## src/rtl/sdram_arbit.sv

```systemverilog
// SDRAM bus arbiter: hands the command/address bus to the init, refresh, write or read stage.
// Optional macro SDRAM_ARB_RR_EN: alternate write/read on a tie instead of fixed write-first priority.
module sdram_arbit (
   input  logic        sys_clk,
   input  logic        sys_rst_n,
   input  logic        init_end,
   input  logic [3:0]  init_cmd,
   input  logic [11:0] init_addr,
   input  logic        aref_req,
   input  logic        aref_end,
   input  logic [3:0]  aref_cmd,
   input  logic        write_req,
   input  logic        write_end,
   input  logic [3:0]  write_cmd,
   input  logic [11:0] write_addr,
   input  logic [1:0]  write_bank,
   input  logic        read_req,
   input  logic        read_end,
   input  logic [3:0]  read_cmd,
   input  logic [11:0] read_addr,
   input  logic [1:0]  read_bank,
   output logic        aref_en,
   output logic        write_en,
   output logic        read_en,
   output logic        refresh_req,
   output logic [3:0]  sdram_cmd,
   output logic [1:0]  sdram_ba,
   output logic [11:0] sdram_addr
);

   localparam logic [3:0] CMD_NOP = 4'b0111;

   typedef enum logic [4:0] {
      S_INIT  = 5'b00001,
      S_ARBIT = 5'b00010,
      S_AREF  = 5'b00100,
      S_WRITE = 5'b01000,
      S_READ  = 5'b10000
   } state_t;

   state_t state;
   state_t next_state;
   logic   refresh_q;
   logic   pick_write;

`ifdef SDRAM_ARB_RR_EN
   logic   last_write;

   // Remember which of write/read was granted last (0 = read) for the tie-break
   always_ff @(posedge sys_clk or negedge sys_rst_n) begin
      if (!sys_rst_n) begin
         last_write <= 1'b0;
      end else if (state == S_ARBIT && next_state == S_WRITE) begin
         last_write <= 1'b1;
      end else if (state == S_ARBIT && next_state == S_READ) begin
         last_write <= 1'b0;
      end else begin
         last_write <= last_write;
      end
   end

   assign pick_write = ~last_write;
`else
   assign pick_write = 1'b1;
`endif

   // State register
   always_ff @(posedge sys_clk or negedge sys_rst_n) begin
      if (!sys_rst_n) begin
         state <= S_INIT;
      end else begin
         state <= next_state;
      end
   end

   // Next-state logic; a stage that re-requests while refresh is due has already yielded
   always_comb begin
      next_state = state;
      case (state)
         S_INIT: begin
            if (init_end) begin
               next_state = S_ARBIT;
            end else begin
               next_state = S_INIT;
            end
         end
         S_ARBIT: begin
            if (aref_req) begin
               next_state = S_AREF;
            end else if (write_req && read_req) begin
               next_state = pick_write ? S_WRITE : S_READ;
            end else if (write_req) begin
               next_state = S_WRITE;
            end else if (read_req) begin
               next_state = S_READ;
            end else begin
               next_state = S_ARBIT;
            end
         end
         S_AREF: begin
            if (aref_end) begin
               next_state = S_ARBIT;
            end else begin
               next_state = S_AREF;
            end
         end
         S_WRITE: begin
            if (write_end || (aref_req && write_req)) begin
               next_state = S_ARBIT;
            end else begin
               next_state = S_WRITE;
            end
         end
         S_READ: begin
            if (read_end || (aref_req && read_req)) begin
               next_state = S_ARBIT;
            end else begin
               next_state = S_READ;
            end
         end
         default: begin
            next_state = S_ARBIT;
         end
      endcase
   end

   // One-cycle delayed copy of the refresh request for the write/read stages
   always_ff @(posedge sys_clk or negedge sys_rst_n) begin
      if (!sys_rst_n) begin
         refresh_q <= 1'b0;
      end else begin
         refresh_q <= aref_req;
      end
   end

   assign refresh_req = refresh_q & (state != S_INIT);
   assign aref_en     = (state == S_AREF);
   assign write_en    = (state == S_WRITE);
   assign read_en     = (state == S_READ);

   // Bus mux; reset forces NOP without waiting for the state register to settle
   always_comb begin
      sdram_cmd  = CMD_NOP;
      sdram_ba   = 2'b00;
      sdram_addr = 12'h000;
      if (!sys_rst_n) begin
         sdram_cmd  = CMD_NOP;
         sdram_ba   = 2'b00;
         sdram_addr = 12'h000;
      end else begin
         case (state)
            S_INIT: begin
               sdram_cmd  = init_cmd;
               sdram_addr = init_addr;
            end
            S_AREF: begin
               sdram_cmd  = aref_cmd;
            end
            S_WRITE: begin
               sdram_cmd  = write_cmd;
               sdram_addr = write_addr;
               sdram_ba   = write_bank;
            end
            S_READ: begin
               sdram_cmd  = read_cmd;
               sdram_addr = read_addr;
               sdram_ba   = read_bank;
            end
            default: begin
               sdram_cmd  = CMD_NOP;
            end
         endcase
      end
   end

endmodule

```

## config.mk

```make
export PLATFORM = sky130hd
export DESIGN_NAME = sdram_arbit
export DESIGN_NICKNAME = d
export VERILOG_FILES = /design/src/rtl/sdram_arbit.sv
export SDC_FILE = /design/constraint.sdc
export NUM_CORES = 1
export LEC_CHECK = 0
export CAP_MARGIN = 20
export CORE_MARGIN = 3
export CORE_UTILIZATION = 30
export CTS_CLUSTER_DIAMETER = 80
export CTS_CLUSTER_SIZE = 12
export DETAILED_ROUTE_END_ITERATION = 10
export HOLD_SLACK_MARGIN = 0.1
export PLACE_DENSITY = 0.89
export SYNTH_ARGS = -nofsm -noshare
export SYNTH_HDL_FRONTEND = slang
export SYNTH_SLANG_ARGS = --single-unit
```

## constraint.sdc

```tcl
create_clock -name sys_clk -period 4.55 [get_ports sys_clk]
set_input_delay 0.91 -clock sys_clk [delete_from_list [all_inputs] [get_ports sys_clk]]
set_output_delay 0.91 -clock sys_clk [all_outputs]
set_load 0.02 [all_outputs]
```

Word level (Yosys, flattened, before mapping):

Cells that the tools add are included.

* $add $sub $neg: 0
* multiply operators: 0
* div/mod/pow operators: 0
* magnitude comparators: 0
* equal/unequal tests: 6
* shift operators: 0
* muxes and demuxes: 15
* bitwise logic cells: 1
* reductions and logical operators: 5

Operators by type and width (count)
* $pmux 12 s3: 1
* $mux 5: 5
* $pmux 5 s5: 1
* $pmux 4 s4: 1
* $mux 12: 1
* $mux 4: 2
* $eq 5x1->1 const B: 1
* $eq 5x2->1 const B: 1
* $eq 5x3->1 const B: 1
* $eq 5x4->1 const B: 1
* $eq 5x5->1 const B: 1
* $ne 5x1->1 const B: 1
* $mux 2: 2
* $pmux 2 s2: 1
* $logic_and 1x1->1: 3
* $mux 3: 1
* $logic_or 1x1->1: 2
* $and 1x1->1: 1

* bits in registers: 6
* latch bits: 0
* bits in writable memories: 0
* ROM bits: 0
* bits of input ports: 65
* output and inout bits: 22
* memories kept: 0

Depth between registers and ports, before layout:

* word-level depth: 5
* gate-level depth with buffers: 7

Worst setup path after synthesis:

No wires, ideal clock.

* path kind: register to output
* start: register state[3]
* end: output port sdram_cmd[3]
* arrival time: 1.889 ns
* slack: 1.751 ns
* stages on the path, launching flop included: 6
* path buffers: 1
* path through: dfrtp_1 > buf_6 > or4b_4 > nor2_4 > a22oi_1 > a21boi_0

* word-level cells in the longest chain between the ends: 3

RTL lines
* from (decl): RTL line 41 `state_t state;`
* from (signal assigned): RTL line 72 `state <= next_state;`
* $eq 5x3->1
* via aref_en: RTL line 22 `output logic aref_en,`
* $pmux 4 s4: RTL line 151 `case (state)`
* $mux 4: RTL line 146 `if (!sys_rst_n) begin`
* to (decl): RTL line 26 `output logic [3:0] sdram_cmd,`

The timed path passes the listed nets, and every way through them passes these cells.

Worst setup path in the final report:

* start: input port sys_rst_n
* end: output port sdram_addr[2]

* word-level cells in the longest chain between the ends: 1

RTL lines
* from (decl): RTL line 5 `input logic sys_rst_n,`
* $mux 12: RTL line 146
* to (decl): RTL line 28 `output logic [11:0] sdram_addr`

Every way passes these cells.

==> flow_metrics.tcl <==
set metrics [dict create \
    outcome "finished, final reports clean" \
    netlist_instances 98 \
    synth_most_common_cell "nor2_1" \
    synth_common_cells "nor2_1, a222oi_1, a22oi_1, dfrtp_1" \
    clk-insertion-delay-late_ps 270 \
    ys_seq_area_share_pct 18.8 \
    area_delta_synth_final_pct 102 \
    postCtsHoldBufs 0 \
    reg2reg_depth 4 \
    core_region_area_mm2 0.00252 \
    ys.flop_type "dfrtp_1" \
    track_usage_pct 20.7 \
    num_vias 1173 \
    tightest_slew_ps 828 \
    avgRoutedWirePerCell_um 16.9 \
    yosys.area.top_type "dfrtp_1" \
    reg2reg_from "state[2]" \
    sequentialPowerShare_pct 24.2 \
    synthesis.area_um2 803 \
    overflow 0 \
    min_from "state[4]" \
    finalCritPeriodShare_pct 86.4 \
    grt_pass1_vias 1167 \
    clkPwrFrac_pct 14.0 \
    wirelength_um 3500 \
    io_buffers 86 \
    finalClockSkew_ps 15.4 \
    synth_area_per_cell_um2 8.20 \
    routedLengthMet1_um 1290 \
    cts.sinks 6 \
    die_area_mm2 0.00333 \
    post_cts_buffers 0 \
    synthTopCellsByArea "dfrtp_1, a222oi_1, a22oi_1, nor2_1, buf_6" \
    grt_pass1_wl_um 5420 \
    rsz0062_at_grt "no" \
    h-tree-depth 1 \
    nFillCells 217 \
    met3_length_um 367 \
    setup_ws_ps 618 \
    wl_met2_um 1810 \
    setup_viol 0 \
    clockRootBuffer "clkbuf_4" \
    finalHoldViolations 0 \
    ioPinCount 87 \
    drc 0 \
    max-clock-path-buffers 2 \
    post-place-ws_ps 565 \
    path_clk_slew_ps 60 \
    hpwlAfterDp_um 2680 \
    drtAntennaViolNets 0 \
    cp_max_fo 12 \
    grt_start_max_net_pins 23 \
    finalMaxSlewViolations 0 \
    drive_gt1_share_pct 5.08 \
    regToRegSetupSlack_ps 2700 \
    vias_per_cell 5.67 \
    power_frac_comb_pct 61.9 \
    synthArstFlopShare_pct 100 \
    drtIter0Drc 102 \
    die_x_um 57.7 \
    synth_top_area_share_pct 15.6 \
    synth_edf_count 0 \
    max_freq_mhz 254 \
    crit_type "in -> out" \
    cp.required_ps 3640 \
    start_util_pct 31.8 \
    num_rows 18 \
    yosys_warnings 0 \
    arrival_ps 3020 \
    numCtsBuffers 3 \
    antenna_found_initial 0 \
    drt_pre_antenna_iters 6 \
    multi_input_area_um2 536 \
    startpoint "sys_rst_n" \
    start_kind "primary input" \
    finalCriticalPeriod_ps 3930 \
    ff_latch_area_um2 151 \
    internal-power_mw 0.249 \
    p_sw_mw 0.183 \
    crit_end "sdram_addr[2]" \
    cts_tree "built" \
    power_density_mw_per_mm2 266 \
    r2r-end "state[1]" \
    synth_seq_cells 6 \
    synth_cell_type_count 33 \
    timing.slew.headroom_pct 44.8 \
    leakage_nw 0.542 \
    die_h_um 57.7 \
    postCtsResizedCells 0 \
    place_congestion 0.845 \
    utilization_pct 64.5 \
    finalSetupTns_ps 0 \
    min_path_type "reg -> reg" \
    top_layer "met4" \
    max_cap_violations 0 \
    switching_share_pct 42.3 \
    ir_drop_v 0.000292 \
    end_kind "output port" \
    synth_nets 163 \
    fin_nets 243 \
    antenna_cells 0 \
]
==> state kept, by name, summed over array words and instances, names as in the netlist <==
signal	flops
state	5
refresh_q	1
==> layout make-up <==
class	count	area share, %
inverters	4	0.923
multi-input cells	77	32.9
repair buffers	86	52.9
clock buffers	4	1.62
flip-flops and latches	6	9.31
well taps	30	2.31
==> stage by stage <==
step	power, mW	area (um2)	instances	hold slack [ps]
after detailed placement	0.371	1600	203	697
after global routing	0.463	1630	207	727
after global placement	0.358	1600	203	688
after floorplan	0.274	803	98	576
final	0.432	1630	207	691
after CTS	0.433	1630	207	685
==> worst min path at each step <==
stage                to  slack [ps]  depth (start not counted)
4_1_cts        state[2]         680                          1
3_3_place_gp   state[2]         690                          1
2_1_floorplan  state[2]         580                          2
6_report       state[2]         690                          1
5_1_grt        state[2]         730                          1
3_5_place_dp   state[2]         700                          1
==> power by group through the flow <==
| stage | clock network [mW] | registers, mW | logic [mW] |
|---|---|---|---|
| 6_report | 0.0603 | 0.104 | 0.267 |
| 2_1_floorplan | 0 | 0.0776 | 0.196 |
| 4_1_cts | 0.0616 | 0.103 | 0.268 |
| 3_3_place_gp | 0 | 0.101 | 0.257 |
| 5_1_grt | 0.0651 | 0.108 | 0.290 |
| 3_5_place_dp | 0 | 0.104 | 0.267 |
==> cells in the final DEF, fill, tap and decap left out, drive strengths merged, types with 2 or more instances in the layout <==
cell type       n
dfrtp           5
a22oi          11
nand3           4
or4b            2
a2bb2oi         2
clkdlybuf4s50  86
a222oi         12
nor2b           4
a21oi           4
inv             4
nor3            2
nor2           17
clkbuf          4
nor4            2
o21ai           4
==> worst max-delay path: stages <==
cell,delay (ps)
clkdlybuf4s50_1,670
nand2b_1,120
or3_1,520
nor2_1,190
clkdlybuf4s50_1,620
==> cells by family (layout without fill, tap and decap cells) <==
| group | count (synthesis) | after routing | synth area share (%) |
|---|---|---|---|
| flops | 6 | 6 | 18.8 |
| simple gates | 38 | 38 | 27.7 |
| buf+inv | 15 | 94 | 14.5 |
| compound gates | 37 | 37 | 36.8 |
| xor+xnor | 2 | 2 | 2.18 |
==> layer usage <==
metal / GRT usage, % / up-vias
li1: - / 554
met1: 24.7 / 539
met2: 36.5 / 76
met3: 4.68 / 4
met4: 6.95 / 0
met5: 0 / -
Power figures use the tool's default switching activity.
